### src/rtl/alu_op_sequencer.sv
// Multi-cycle control sequencer for the 16-bit register-file/ALU datapath.
// Runs native ALU ops plus compare, repeated shift-left and NOP macro-ops.
//
// state | meaning
// IDLE  | ready for a command; latches it on cmd_valid
// EXEC  | drives the datapath; one cycle, or cnt cycles for the shift macro
// DONE  | one-cycle retire pulse, then back to IDLE
module alu_op_sequencer #(
  parameter int ADDR_W = 3,
  parameter int CNT_W  = 4
) (
  input  logic              clk,
  input  logic              reset,
  input  logic              cmd_valid,
  output logic              cmd_ready,
  input  logic [3:0]        cmd_op,
  input  logic [ADDR_W-1:0] cmd_dst,
  input  logic [ADDR_W-1:0] cmd_srca,
  input  logic [ADDR_W-1:0] cmd_srcb,
  input  logic [CNT_W-1:0]  cmd_cnt,
  output logic [ADDR_W-1:0] R_Adr,
  output logic [ADDR_W-1:0] S_Adr,
  output logic [ADDR_W-1:0] W_Adr,
  output logic              W_En,
  output logic [3:0]        Alu_Op,
  input  logic              N_in,
  input  logic              Z_in,
  input  logic              C_in,
  output logic              N,
  output logic              Z,
  output logic              C,
  output logic              busy,
  output logic              done
);

  localparam logic [3:0] OP_CMP   = 4'hD;
  localparam logic [3:0] OP_SHL   = 4'hE;
  localparam logic [3:0] OP_NOP   = 4'hF;
  localparam logic [3:0] ALU_SUB  = 4'h5;
  localparam logic [3:0] ALU_SHL1 = 4'h7;

  typedef enum logic [1:0] {IDLE, EXEC, DONE} state_t;

  state_t              state_q;
  logic [3:0]          op_q;
  logic [ADDR_W-1:0]   dst_q, srca_q, srcb_q;
  logic [CNT_W-1:0]    cnt_q;
  logic                first_q;
  logic                n_q, z_q, c_q;

  always_ff @(posedge clk or negedge reset) begin
    if (!reset) begin
      state_q <= IDLE;
      op_q    <= '0;
      dst_q   <= '0;
      srca_q  <= '0;
      srcb_q  <= '0;
      cnt_q   <= '0;
      first_q <= 1'b0;
      n_q     <= 1'b0;
      z_q     <= 1'b0;
      c_q     <= 1'b0;
    end else begin
      case (state_q)
        IDLE: begin
          if (cmd_valid) begin
            op_q    <= cmd_op;
            dst_q   <= cmd_dst;
            srca_q  <= cmd_srca;
            srcb_q  <= cmd_srcb;
            cnt_q   <= cmd_cnt;
            first_q <= 1'b1;
            if (cmd_op == OP_NOP || (cmd_op == OP_SHL && cmd_cnt == '0))
              state_q <= DONE;
            else
              state_q <= EXEC;
          end
        end
        EXEC: begin
          n_q <= N_in;
          z_q <= Z_in;
          c_q <= C_in;
          if (op_q == OP_SHL) begin
            first_q <= 1'b0;
            cnt_q   <= cnt_q - CNT_W'(1);
            if (cnt_q == CNT_W'(1))
              state_q <= DONE;
          end else begin
            state_q <= DONE;
          end
        end
        DONE:    state_q <= IDLE;
        default: state_q <= IDLE;
      endcase
    end
  end

  // Datapath controls are pure decodes of state so reset kills W_En at once.
  always_comb begin
    R_Adr     = '0;
    S_Adr     = '0;
    W_Adr     = '0;
    W_En      = 1'b0;
    Alu_Op    = 4'h0;
    cmd_ready = (state_q == IDLE);
    busy      = (state_q != IDLE);
    done      = (state_q == DONE);
    if (state_q == EXEC) begin
      R_Adr = srca_q;
      W_Adr = dst_q;
      case (op_q)
        OP_CMP: begin
          Alu_Op = ALU_SUB;
          S_Adr  = srcb_q;
        end
        OP_SHL: begin
          Alu_Op = ALU_SHL1;
          S_Adr  = first_q ? srcb_q : dst_q;
          W_En   = 1'b1;
        end
        default: begin
          Alu_Op = op_q;
          S_Adr  = srcb_q;
          W_En   = 1'b1;
        end
      endcase
    end
  end

  assign N = n_q;
  assign Z = z_q;
  assign C = c_q;

endmodule

### config.mk
export PLATFORM = sky130hd
export DESIGN_NAME = alu_op_sequencer
export DESIGN_NICKNAME = d
export VERILOG_FILES = /design/src/rtl/alu_op_sequencer.sv
export SDC_FILE = /design/constraint.sdc
export NUM_CORES = 1
export LEC_CHECK = 0
export ABC_AREA = 0
export CAP_MARGIN = 40
export CORE_MARGIN = 2
export CORE_UTILIZATION = 25
export CTS_BUF_LIST = sky130_fd_sc_hd__clkbuf_4 sky130_fd_sc_hd__clkbuf_8
export CTS_CLUSTER_DIAMETER = 100
export DETAILED_ROUTE_END_ITERATION = 16
export GPL_TIMING_DRIVEN = 0
export PLACE_DENSITY = 0.54
export SETUP_SLACK_MARGIN = 0.02
export SLEW_MARGIN = 20
export SYNTH_ARGS = -nofsm -noshare
export SYNTH_HDL_FRONTEND = slang
export SYNTH_SLANG_ARGS = --single-unit
### constraint.sdc
create_clock -name clk -period 2.1 [get_ports clk]
set_clock_uncertainty 0.2 [all_clocks]
set_input_delay 0.63 -clock clk [delete_from_list [all_inputs] [get_ports clk]]
set_output_delay 0.63 -clock clk [all_outputs]
set_load 0.02 [all_outputs]
==> insert_results.sql, run 1 <==
INSERT INTO impl_metrics (metric_group, metric, value, unit) VALUES
('run_status', 'run_status', 'finished with violations', ''),
('timing', 'fin_setup_tns', '-1.43', 'ns'),
('clock_tree', 'clock_latency', '0.27', 'ns'),
('worst_setup_path', 'worst-r2r-cell-count', '6', ''),
('clock_tree', 'clock-root-buffer', 'sky130_fd_sc_hd__clkbuf_8', ''),
('timing', 'max-slew-margin-rel', '59.7', '%'),
('timing', 'period_share', '109', '%'),
('detailed_routing', 'drt_first_iter_violations', '62', ''),
('worst_setup_path', 'endpoint_kind', 'output pin', ''),
('placement', 'finalWeightedCongestion', '0.854', ''),
('pwr', 'static-leakage-power', '0.930', 'nW'),
('detailed_routing', 'detail_route.first_pass.iterations', '4', ''),
('pwr', 'ir_worst_vdd', '0.562', 'mV'),
('floorplan', 'fp.dieH', '74.0', 'µm'),
('cells_and_area', 'layout-drive-gt1-share', '48.9', '%'),
('worst_setup_path', 'worst_ep_required_time', '1.27', 'ns'),
('grt', 'total_routing_resource_utilization_after_global_routing', '12.8', '%'),
('worst_setup_path', 'worst-path-max-fanout', '4', ''),
('grt', 'first_pass_grt_wire_length', '5420', 'µm'),
('clock_tree', 'cts_max_path_buffers', '2', ''),
('placement', 'pre_cts_slack', '-0.678', 'ns'),
('cells_and_area', 'diodes', '0', ''),
('timing', 'period_minus_slack', '2.28', 'ns'),
('floorplan', 'die_outline_area', '5480', 'µm²'),
('detailed_routing', 'routed-via-count', '1124', ''),
('clock_tree', 'path_clk_slew', '0.09', 'ns'),
('detailed_routing', 'detail_route.vias_per_cell', '4.51', ''),
('min_path', 'min-delay-path-class', 'reg2reg', ''),
('detailed_routing', 'detail_route.wl_per_cell', '14.1', 'µm'),
('floorplan', 'io_pins', '43', ''),
('worst_setup_path', 'timing.reg2reg.setup_slack', '0.09', 'ns'),
('cells_and_area', 'fin_nets', '208', ''),
('cells_and_area', 'filler_cell_count', '453', ''),
('placement', 'detailed_place.area', '1760', 'µm²'),
('timing', 'setup_violations', '13', ''),
('floorplan', 'core_area', '4720', 'µm²'),
('clock_tree', 'total_cts_buffers', '3', ''),
('cells_and_area', 'syn2layout_area_growth', '70.1', '%'),
('grt', 'grt_pass1_vias', '1109', ''),
('synthesis', 'yosys_reg_bits', '23', ''),
('pwr', 'post-layout-total-power', '2.88', 'mW'),
('floorplan', 'starting_density_of_the_core', '25.9', '%'),
('worst_setup_path', 'worst-endpoint-arrival', '1.45', 'ns'),
('timing', 'finalHoldViolCount', '0', ''),
('timing', 'worst_pin_slew', '0.603', 'ns'),
('synthesis', 'ys_types', '38', ''),
('worst_setup_path', 'cp_launch_type', 'register', ''),
('timing', 'rsz_0062_raised_after_global_routing', 'yes', ''),
('floorplan', 'placement_rows', '25', ''),
('synthesis', 'postSynthAreaPerCell', '10.7', 'µm²'),
('worst_setup_path', 'timing.critical_path.from', 'op_q[0]', ''),
('timing', 'fmaxAchievable', '439', 'MHz'),
('worst_setup_path', 'worst-setup-path-type', 'reg2out', ''),
('cells_and_area', 'fin_util', '44.1', '%'),
('pwr', 'p_per_area', '1380', 'nW/µm²'),
('worst_setup_path', 'endpoint', 'S_Adr[1]', ''),
('grt', 'grt_start_max_net_pins', '15', ''),
('grt', 'antenna_violations_before_repair', '0', ''),
('worst_setup_path', 'capture_point_of_the_worst_reg_to_reg_path', 'cnt_q[0]', ''),
('floorplan', 'die-width', '74.0', 'µm'),
('synthesis', 'seq_total_area_yosys', '47.0', '%'),
('detailed_routing', 'antenna_left', '0', ''),
('grt', 'grt.overflow.total', '0', ''),
('worst_setup_path', 'worstReg2RegStart', 'state_q[0]', ''),
('clock_tree', 'cts.htree.levels', '1', ''),
('cells_and_area', 'fin_area', '2080', 'µm²'),
('timing', 'final.setup.worst_slack', '-0.179', 'ns'),
('synthesis', 'yosysWarnings', '0', ''),
('run_status', 'violations', 'setup timing', ''),
('clock_tree', 'cts_tree', 'done', ''),
('synthesis', 'syn-cell-area', '1220', 'µm²'),
('clock_tree', 'clock_sink_count', '23', ''),
('placement', 'place_hpwl', '2470', 'µm'),
('detailed_routing', 'drc_errors', '0', ''),
('detailed_routing', 'drt-total-wl', '3510', 'µm'),
('run', 'max_cap_violations', '0', ''),
('placement', 'io_buffers', '42', ''),
('synthesis', 'synth.net_count', '139', ''),
('timing', 'timing_max_transition_violations_final', '0', ''),
('synthesis', 'syn-instance-count', '114', '');
critical path: stages, from the launching register on:
cell and delay, ns:
sky130_fd_sc_hd__dfrtp_2 0.41, sky130_fd_sc_hd__and4b_2 0.36, sky130_fd_sc_hd__nand3_1 0.10, sky130_fd_sc_hd__a21oi_1 0.14, sky130_fd_sc_hd__buf_4 0.16
cell usage after synthesis:
cell type | count | share of area [%]
sky130_fd_sc_hd__o21ai_0 | 4 | 1.6
sky130_fd_sc_hd__o21bai_1 | 1 | 0.61
sky130_fd_sc_hd__o2111ai_1 | 1 | 0.72
sky130_fd_sc_hd__a21boi_4 | 1 | 1.5
sky130_fd_sc_hd__nand3b_1 | 1 | 0.61
sky130_fd_sc_hd__nor3b_1 | 2 | 1.2
sky130_fd_sc_hd__ha_1 | 2 | 2.0
sky130_fd_sc_hd__buf_6 | 1 | 0.92
sky130_fd_sc_hd__nor4bb_1 | 1 | 0.82
sky130_fd_sc_hd__nand2_1 | 12 | 3.7
sky130_fd_sc_hd__nand4b_1 | 1 | 0.72
sky130_fd_sc_hd__a31oi_1 | 1 | 0.51
sky130_fd_sc_hd__and2b_1 | 1 | 0.61
sky130_fd_sc_hd__a21oi_1 | 6 | 2.5
sky130_fd_sc_hd__dfrtp_1 | 23 | 47
sky130_fd_sc_hd__inv_1 | 5 | 1.5
sky130_fd_sc_hd__mux2_2 | 13 | 12
sky130_fd_sc_hd__or3b_1 | 1 | 0.72
sky130_fd_sc_hd__and2b_2 | 1 | 0.72
sky130_fd_sc_hd__o211ai_1 | 3 | 1.8
sky130_fd_sc_hd__xor2_1 | 1 | 0.72
sky130_fd_sc_hd__or2b_1 | 1 | 0.61
sky130_fd_sc_hd__a31o_2 | 1 | 0.72
sky130_fd_sc_hd__nand3_1 | 3 | 1.2
sky130_fd_sc_hd__clkbuf_1 | 2 | 0.61
sky130_fd_sc_hd__nor2_1 | 4 | 1.2
sky130_fd_sc_hd__nor3_1 | 2 | 0.82
sky130_fd_sc_hd__and2_1 | 7 | 3.6
sky130_fd_sc_hd__clkbuf_8 | 1 | 1.1
sky130_fd_sc_hd__a211oi_1 | 2 | 1.2
sky130_fd_sc_hd__a22oi_1 | 1 | 0.61
sky130_fd_sc_hd__buf_2 | 1 | 0.41
sky130_fd_sc_hd__and4b_2 | 1 | 0.92
sky130_fd_sc_hd__o221ai_1 | 1 | 0.72
sky130_fd_sc_hd__mux2i_1 | 2 | 1.6
sky130_fd_sc_hd__nor4_1 | 1 | 0.51
sky130_fd_sc_hd__a221o_1 | 1 | 0.82
sky130_fd_sc_hd__a41oi_1 | 1 | 0.72
cells in the final DEF, fill, tap and decap left out, types with 3 or more instances in the layout:
| cell | n |
|---|---|
| sky130_fd_sc_hd__clkdlybuf4s50_1 | 21 |
| sky130_fd_sc_hd__buf_6 | 20 |
| sky130_fd_sc_hd__buf_4 | 20 |
| sky130_fd_sc_hd__dfrtp_1 | 18 |
| sky130_fd_sc_hd__mux2_2 | 13 |
| sky130_fd_sc_hd__nand2_1 | 11 |
| sky130_fd_sc_hd__and2_4 | 7 |
| sky130_fd_sc_hd__dfrtp_2 | 5 |
| sky130_fd_sc_hd__inv_1 | 4 |
| sky130_fd_sc_hd__a21oi_1 | 4 |
| sky130_fd_sc_hd__clkbuf_8 | 4 |
| sky130_fd_sc_hd__o211ai_1 | 3 |
timing repair:
item,in CTS,in global routing
endpoints found under the setup margin,28,22
cloned,0,1
endpoints found under the hold margin,0,0
setup buffers,13,9
pin swaps,7,3
resized for setup,117,25
hold buffers,0,0
flip-flops by register name (all words and copies together), names as in the netlist:
signal,count
C,1
N,1
Z,1
cnt_q,4
dst_q,3
first_q,1
op_q,4
srca_q,3
srcb_q,3
state_q,2
kinds of logic (layout without fill, tap and decap cells):
group,count (synthesis),count (layout),share of synthesized area (%)
AND/OR/NAND/NOR,39,40,18.0
flip-flops,23,23,47.0
AO/OA/AOI/OAI,24,24,14.1
XOR/XNOR,1,1,0.715
buffers and inverters,10,77,4.60
multiplexers,15,15,13.6
adder cells (fa/ha/maj),2,2,2.04
per-stage QoR:
stage                     hold WS, ns  std cells
after floorplan                 0.134        114
after global placement          0.261        223
after detailed placement        0.271        224
after CTS                       0.293        240
after global routing            0.322        249
final                           0.285        249
where the power goes:
| part | switching, mW | internal [mW] | total [mW] |
|---|---|---|---|
| logic | 0.778 | 0.949 | 1.73 |
| clock network | 0.149 | 0.134 | 0.284 |
| registers | 0.199 | 0.668 | 0.867 |
layout make-up:
type	instances	area [µm²]	share of cell area, %
Timing Repair Buffer	65	632	30.3
Buffer	3	40.0	1.92
Multi-Input combinational cell	82	678	32.6
Clock inverter	1	7.51	0.360
Tap cell	67	83.8	4.02
Sequential cell	23	582	27.9
Inverter	5	18.8	0.901
Clock buffer	3	41.3	1.98
per-layer routing:
layer | global-route usage, % | wire length (µm) | up-vias
met3 | 2.71 | 146 | 4
met2 | 21.3 | 1860 | 27
met1 | 17.1 | 1450 | 544
li1 | - | - | 549
met5 | 0 | 0 | -
met4 | 3.23 | 51 | 0
how the worst min path moves through the flow:
stage | start | to | slack [ns] | cells past startpoint
floorplan | reset | C | 0.13 | 0
global placement | C | C | 0.26 | 2
detailed placement | C | C | 0.27 | 2
CTS | C | C | 0.29 | 2
global route | N | N | 0.32 | 2
finish | C | C | 0.29 | 2
Note: power is estimated with default switching activity, not from simulation.
==> run 2, diff against run 1 <==
--- a/config.mk
+++ b/config.mk
@@ -7,9 +7,9 @@
 export LEC_CHECK = 0
 export ABC_AREA = 0
 export CAP_MARGIN = 40
+export CORE_ASPECT_RATIO = 1.25
 export CORE_MARGIN = 2
 export CORE_UTILIZATION = 25
-export CTS_BUF_LIST = sky130_fd_sc_hd__clkbuf_4 sky130_fd_sc_hd__clkbuf_8
 export CTS_CLUSTER_DIAMETER = 100
 export DETAILED_ROUTE_END_ITERATION = 16
 export GPL_TIMING_DRIVEN = 0
==> run 2 against run 1 <==
  * The run still ends with setup timing left
  * Clock power decreased by 5%
  * Final cell count decreased by 3.6%
  * Wire length increased by 2.6%
==> insert_results.sql, run 2 (same netlist as run 1, synthesis figures left out) <==
INSERT INTO impl_metrics (metric_group, metric, value, unit) VALUES
('clock_tree', 'total_cts_buffers', '3', ''),
('clock_tree', 'clock_sink_count', '23', ''),
('timing', 'period_minus_slack', '2.31', 'ns'),
('grt', 'grt_pass1_vias', '1137', ''),
('timing', 'max-slew-margin-rel', '62.9', '%'),
('worst_setup_path', 'gate_family_responsible_for_the_most_delay_along_the_worst_path', 'flip-flops', ''),
('clock_tree', 'cts-hold-fix-buffers', '0', ''),
('cells_and_area', 'layout-drive-gt1-share', '46.7', '%'),
('floorplan', 'placement_rows', '28', ''),
('worst_setup_path', 'worst-setup-path-type', 'reg2out', ''),
('timing', 'rsz_0062_raised_after_global_routing', 'yes', ''),
('run_status', 'violations', 'setup timing', ''),
('worst_setup_path', 'cp_launch_type', 'register', ''),
('worst_setup_path', 'cp_slowest_stage_delay', '0.46', 'ns'),
('placement', 'place_hpwl', '2450', 'µm'),
('timing', 'fmaxAchievable', '434', 'MHz'),
('floorplan', 'die_outline_area', '5480', 'µm²'),
('worst_setup_path', 'worst-path-max-fanout', '8', ''),
('placement', 'finalWeightedCongestion', '0.841', ''),
('grt', 'grt.overflow.total', '0', ''),
('timing', 'final.setup.worst_slack', '-0.206', 'ns'),
('cells_and_area', 'layout_top_registers', 'cnt_q x4, op_q x4', ''),
('detailed_routing', 'drt-total-wl', '3600', 'µm'),
('placement', 'io_buffers', '42', ''),
('detailed_routing', 'drt_first_iter_violations', '77', ''),
('detailed_routing', 'detail_route.wl_per_cell', '15.0', 'µm'),
('pwr', 'p_per_area', '1370', 'nW/µm²'),
('timing', 'setup_violations', '14', ''),
('floorplan', 'starting_density_of_the_core', '25.9', '%'),
('pwr', 'static-leakage-power', '0.921', 'nW'),
('pwr', 'ir_worst_vdd', '0.570', 'mV'),
('grt', 'grt_start_max_net_pins', '16', ''),
('detailed_routing', 'antenna_left', '0', ''),
('cells_and_area', 'diodes', '0', ''),
('worst_setup_path', 'endpoint_kind', 'output pin', ''),
('timing', 'worst_pin_slew', '0.555', 'ns'),
('cells_and_area', 'syn2layout_area_growth', '65.1', '%'),
('cells_and_area', 'most_common_cell_after_layout_fill_and_taps_aside', 'sky130_fd_sc_hd__buf_4', ''),
('clock_tree', 'cts_max_path_buffers', '2', ''),
('timing', 'finalHoldViolCount', '0', ''),
('worst_setup_path', 'worst_ep_required_time', '1.27', 'ns'),
('clock_tree', 'cts_tree', 'done', ''),
('floorplan', 'die-width', '66.6', 'µm'),
('cells_and_area', 'area.sequential', '582', 'µm²'),
('min_path', 'min-delay-path-class', 'reg2reg', ''),
('detailed_routing', 'drc_errors', '0', ''),
('worst_setup_path', 'crit_path_frequent_cell', 'sky130_fd_sc_hd__buf_6', ''),
('timing', 'fin_setup_tns', '-1.67', 'ns'),
('worst_setup_path', 'critical_path.n_buffers_inverters', '3', ''),
('detailed_routing', 'detail_route.first_pass.iterations', '4', ''),
('grt', 'total_routing_resource_utilization_after_global_routing', '13.2', '%'),
('clock_tree', 'path_clk_slew', '0.08', 'ns'),
('timing', 'timing_max_transition_violations_final', '0', ''),
('detailed_routing', 'detail_route.vias_per_cell', '4.69', ''),
('timing', 'period_share', '110', '%'),
('worst_setup_path', 'worst-endpoint-arrival', '1.48', 'ns'),
('cells_and_area', 'fin_util', '42.8', '%'),
('cells_and_area', 'filler_cell_count', '468', ''),
('cells_and_area', 'most_used_cells_in_the_layout_excluding_fill_and_tap_cells', '23 x sky130_fd_sc_hd__buf_4, 21 x sky130_fd_sc_hd__clkdlybuf4s50_1, 18 x sky130_fd_sc_hd__dfrtp_1', ''),
('run_status', 'run_status', 'finished with violations', ''),
('grt', 'first_pass_grt_wire_length', '5440', 'µm'),
('worst_setup_path', 'path_cells', 'and2b_2 -> buf_4 -> buf_6 -> and2_4 -> buf_6', ''),
('clock_tree', 'clock-root-buffer', 'sky130_fd_sc_hd__clkbuf_8', ''),
('detailed_routing', 'routed-via-count', '1125', ''),
('floorplan', 'fp.dieH', '82.3', 'µm'),
('pwr', 'post-layout-total-power', '2.78', 'mW'),
('grt', 'antenna_violations_before_repair', '0', ''),
('clock_tree', 'clock_latency', '0.26', 'ns'),
('floorplan', 'io_pins', '43', ''),
('worst_setup_path', 'crit_slowest_cell', 'sky130_fd_sc_hd__dfrtp_2', ''),
('cells_and_area', 'area_of_the_multi_input_gates', '671', 'µm²'),
('floorplan', 'core_area', '4730', 'µm²'),
('run', 'max_cap_violations', '0', ''),
('clock_tree', 'cts.htree.levels', '1', ''),
('cells_and_area', 'fin_nets', '206', '');
## run 2: changes by cell type in the layout (fill, tap and decap cells not counted), sizes merged
| cell | previous run | this run |
|---|---|---|
| clkinv | 0 | 1 |
| dlymetal6s2s | 2 | 3 |
| buf | 42 | 37 |
| clkbuf | 4 | 7 |
| clkinvlp | 1 | 0 |
| dlygate4sd2 | 2 | 1 |
## run 2: final cells by class
type,instances,share of cell area [%]
clock buffers,3,2.04
repair buffers,63,29.1
multi-input cells,82,33.2
clock inverters,1,0.248
well taps,60,3.71
plain buffers,3,1.98
inverters,5,0.928
flip-flops and latches,23,28.8
## run 2: path summary, 6_finish.rpt
| kind | startpoint | end | slack (ns) | depth (start not counted) |
|---|---|---|---|---|
| max reg2reg | state_q[0] | cnt_q[0] | 0.29 | 4 |
| min in group asynchronous | reset | srca_q[1] | 0.53 | 1 |
| min reg2reg | N | N | 0.28 | 2 |
| max in group asynchronous | reset | dst_q[1] | 0.71 | 2 |
| min | N | N | 0.28 | 2 |
| max | state_q[0] | Alu_Op[2] | -0.21 | 5 |
## run 2: what timing repair did
item | 4_1_cts | 5_1_grt
buffers inserted | 13 | 7
endpoints found under the setup margin | 27 | 20
gates cloned | 0 | 1
resized for setup | 106 | 19
pin swaps | 4 | 3
## run 2: worst register-to-register path, stage by stage, from the launching register on
cell                       delay (ns)
sky130_fd_sc_hd__dfrtp_2         0.46
sky130_fd_sc_hd__or3b_1          0.40
sky130_fd_sc_hd__buf_6           0.14
sky130_fd_sc_hd__a21boi_4        0.15
sky130_fd_sc_hd__a221o_1         0.35
## run 2: layer usage
layer / track usage (%) / part of all wire (%) / up-vias
met1: 15.0 / 40 / 544
met4: 5.71 / 2.2 / 0
li1: - / - / 543
met3: 2.17 / 3.9 / 6
met5: 0 / 0 / -
met2: 24.0 / 54 / 32
## run 2: through the flow
stage	worst slack [ns]	hold WS (ns)	instance area, µm²	std cells
after floorplan	-0.0780	0.134	1240	114
after global placement	-0.709	0.265	1730	216
after detailed placement	-0.705	0.268	1760	217
after CTS	-0.225	0.292	1960	233
after global routing	-0.236	0.309	2020	240
final	-0.206	0.281	2020	240
## run 2: power by group
| group | switching (mW) | internal [mW] |
|---|---|---|
| sequential | 0.198 | 0.668 |
| combinational | 0.765 | 0.876 |
| clock | 0.139 | 0.132 |
| total | 1.10 | 1.68 |
==> run 3, diff against run 2 <==
--- a/config.mk
+++ b/config.mk
@@ -15,6 +15,7 @@
 export GPL_TIMING_DRIVEN = 0
 export PLACE_DENSITY = 0.54
 export SETUP_SLACK_MARGIN = 0.02
+export SKIP_CTS_REPAIR_TIMING = 1
 export SLEW_MARGIN = 20
 export SYNTH_ARGS = -nofsm -noshare
 export SYNTH_HDL_FRONTEND = slang
==> run 3 against run 2 <==
  * The flow still finishes with violations (setup timing)
  * Setup slack worse by 0.056 ns
  * Critical path type unchanged
  * Clock power about the same
  * Power down 3.3%
  * Critical endpoint is now W_En
  * Clock-buffer cell count unchanged
  * Sequential cell count unchanged
  * Non-clock buffer count down 3
==> insert_results.sql, run 3 (same netlist as run 1, synthesis figures left out) <==
INSERT INTO impl_metrics (metric_group, metric, value, unit) VALUES
('run_status', 'run_status', 'finished with violations', ''),
('run_status', 'violations', 'setup timing', ''),
('floorplan', 'die-width', '66.6', 'µm'),
('detailed_routing', 'detail_route.wl_per_cell', '14.4', 'µm'),
('floorplan', 'starting_density_of_the_core', '25.9', '%'),
('pwr', 'ir_worst_vdd', '0.520', 'mV'),
('timing', 'rsz_0062_raised_after_global_routing', 'yes', ''),
('detailed_routing', 'wl_met3', '119', 'µm'),
('pwr', 'p_per_area', '1350', 'nW/µm²'),
('clock_tree', 'clock_sink_count', '23', ''),
('detailed_routing', 'wl_met1', '1400', 'µm'),
('clock_tree', 'clock_latency', '0.26', 'ns'),
('placement', 'finalWeightedCongestion', '0.841', ''),
('cells_and_area', 'fin_area', '1980', 'µm²'),
('detailed_routing', 'drt_first_iter_violations', '43', ''),
('worst_setup_path', 'worst_ep_required_time', '1.27', 'ns'),
('clock_tree', 'cts_tree', 'done', ''),
('run', 'max_cap_violations', '0', ''),
('pwr', 'post-layout-total-power', '2.69', 'mW'),
('timing', 'fmaxAchievable', '423', 'MHz'),
('worst_setup_path', 'worst-endpoint-arrival', '1.53', 'ns'),
('worst_setup_path', 'worst-setup-path-type', 'reg2out', ''),
('timing', 'finalHoldViolCount', '0', ''),
('grt', 'grt_start_max_net_pins', '16', ''),
('timing', 'setup_violations', '14', ''),
('detailed_routing', 'routed-via-count', '1083', ''),
('cells_and_area', 'layout_top_registers', 'cnt_q x4, op_q x4', ''),
('detailed_routing', 'wl_met2', '1880', 'µm'),
('cells_and_area', 'most_common_cell_after_layout_fill_and_taps_aside', 'sky130_fd_sc_hd__clkdlybuf4s50_1', ''),
('worst_setup_path', 'cp_launch_type', 'register', ''),
('placement', 'io_buffers', '42', ''),
('grt', 'grt_pass1_vias', '1034', ''),
('detailed_routing', 'dr.max_layer_used', 'met3', ''),
('clock_tree', 'cts_max_path_buffers', '2', ''),
('timing', 'max-slew-margin-rel', '63.8', '%'),
('floorplan', 'io_pins', '43', ''),
('timing', 'fin_setup_tns', '-2.26', 'ns'),
('placement', 'detailed_place.area', '1760', 'µm²'),
('detailed_routing', 'detail_route.vias_per_cell', '4.59', ''),
('floorplan', 'placement_rows', '28', ''),
('floorplan', 'core_area', '4730', 'µm²'),
('worst_setup_path', 'worst-path-max-fanout', '8', ''),
('detailed_routing', 'antenna_left', '0', ''),
('detailed_routing', 'drt-total-wl', '3400', 'µm'),
('clock_tree', 'total_cts_buffers', '3', ''),
('detailed_routing', 'drc_errors', '0', ''),
('detailed_routing', 'detail_route.first_pass.iterations', '4', ''),
('clock_tree', 'cts.htree.levels', '1', ''),
('min_path', 'min-delay-path-class', 'reg2reg', ''),
('cells_and_area', 'diodes', '0', ''),
('grt', 'first_pass_grt_wire_length', '4900', 'µm'),
('timing', 'final.setup.worst_slack', '-0.261', 'ns'),
('clock_tree', 'clock-root-buffer', 'sky130_fd_sc_hd__clkbuf_8', ''),
('timing', 'period_minus_slack', '2.36', 'ns'),
('timing', 'timing_max_transition_violations_final', '0', ''),
('grt', 'antenna_violations_before_repair', '0', ''),
('cells_and_area', 'fin_nets', '202', ''),
('clock_tree', 'path_clk_slew', '0.08', 'ns'),
('grt', 'total_routing_resource_utilization_after_global_routing', '11.8', '%'),
('cells_and_area', 'syn2layout_area_growth', '62.0', '%'),
('worst_setup_path', 'endpoint_kind', 'output pin', ''),
('floorplan', 'fp.dieH', '82.3', 'µm'),
('cells_and_area', 'layout-drive-gt1-share', '40.9', '%'),
('placement', 'place_hpwl', '2450', 'µm'),
('cells_and_area', 'most_used_cells_in_the_layout_excluding_fill_and_tap_cells', '21 x sky130_fd_sc_hd__clkdlybuf4s50_1, 19 x sky130_fd_sc_hd__dfrtp_1, 18 x sky130_fd_sc_hd__buf_4', ''),
('pwr', 'static-leakage-power', '0.940', 'nW'),
('floorplan', 'die_outline_area', '5480', 'µm²'),
('timing', 'period_share', '112', '%'),
('timing', 'worst_pin_slew', '0.541', 'ns'),
('grt', 'grt.overflow.total', '0', '');
[run 3: stage by stage]
stage          hold WS, ns  instances  setup WS [ns]  utilization [%]
2_1_floorplan        0.134        114        -0.0780                -
4_1_cts              0.295        221          -1.01             38.2
6_report             0.278        236         -0.261             42.0
5_1_grt              0.310        236         -0.316             42.0
3_5_place_dp         0.268        217         -0.705             37.2
3_3_place_gp         0.265        216         -0.709             36.6
[run 3: final cells by class]
class | instances | area (µm²)
Fill cell | 471 | 2750
Multi-Input combinational cell | 81 | 629
Sequential cell | 23 | 581
Timing Repair Buffer | 58 | 572
Tap cell | 60 | 75.1
Buffer | 5 | 62.6
Clock buffer | 3 | 41.3
Inverter | 5 | 18.8
Clock inverter | 1 | 5.00
[run 3: power by group]
group	switching, mW	internal (mW)	total, mW	leakage (nW)
combinational	0.705	0.845	1.55	0.649
sequential	0.201	0.666	0.867	0.266
clock	0.138	0.132	0.270	0.0255
total	1.04	1.64	2.69	0.940
[run 3: path summary, 6_finish.rpt]
check / from / endpoint / slack [ns] / cells after the start
setup / recovery: state_q[1] / W_En / -0.26 / 5
hold / removal: Z / Z / 0.28 / 2
setup reg to reg: state_q[1] / cnt_q[0] / 0.16 / 5
hold reg to reg: Z / Z / 0.28 / 2
max in group asynchronous: reset / srcb_q[2] / 0.72 / 2
min in group asynchronous: reset / state_q[0] / 0.52 / 1
[run 3: layer usage]
metal	global-route usage (%)	up-vias
met1	14.4	528
met5	0	-
met2	20.6	24
li1	-	531
met4	4.29	0
met3	2.03	0
[run 3: worst max-delay path, stage by stage (launching register included)]
cell and delay [ns]:
sky130_fd_sc_hd__dfrtp_2 0.44, sky130_fd_sc_hd__or2b_1 0.24, sky130_fd_sc_hd__buf_6 0.14, sky130_fd_sc_hd__buf_8 0.13
sky130_fd_sc_hd__a41oi_2 0.15, sky130_fd_sc_hd__buf_4 0.17
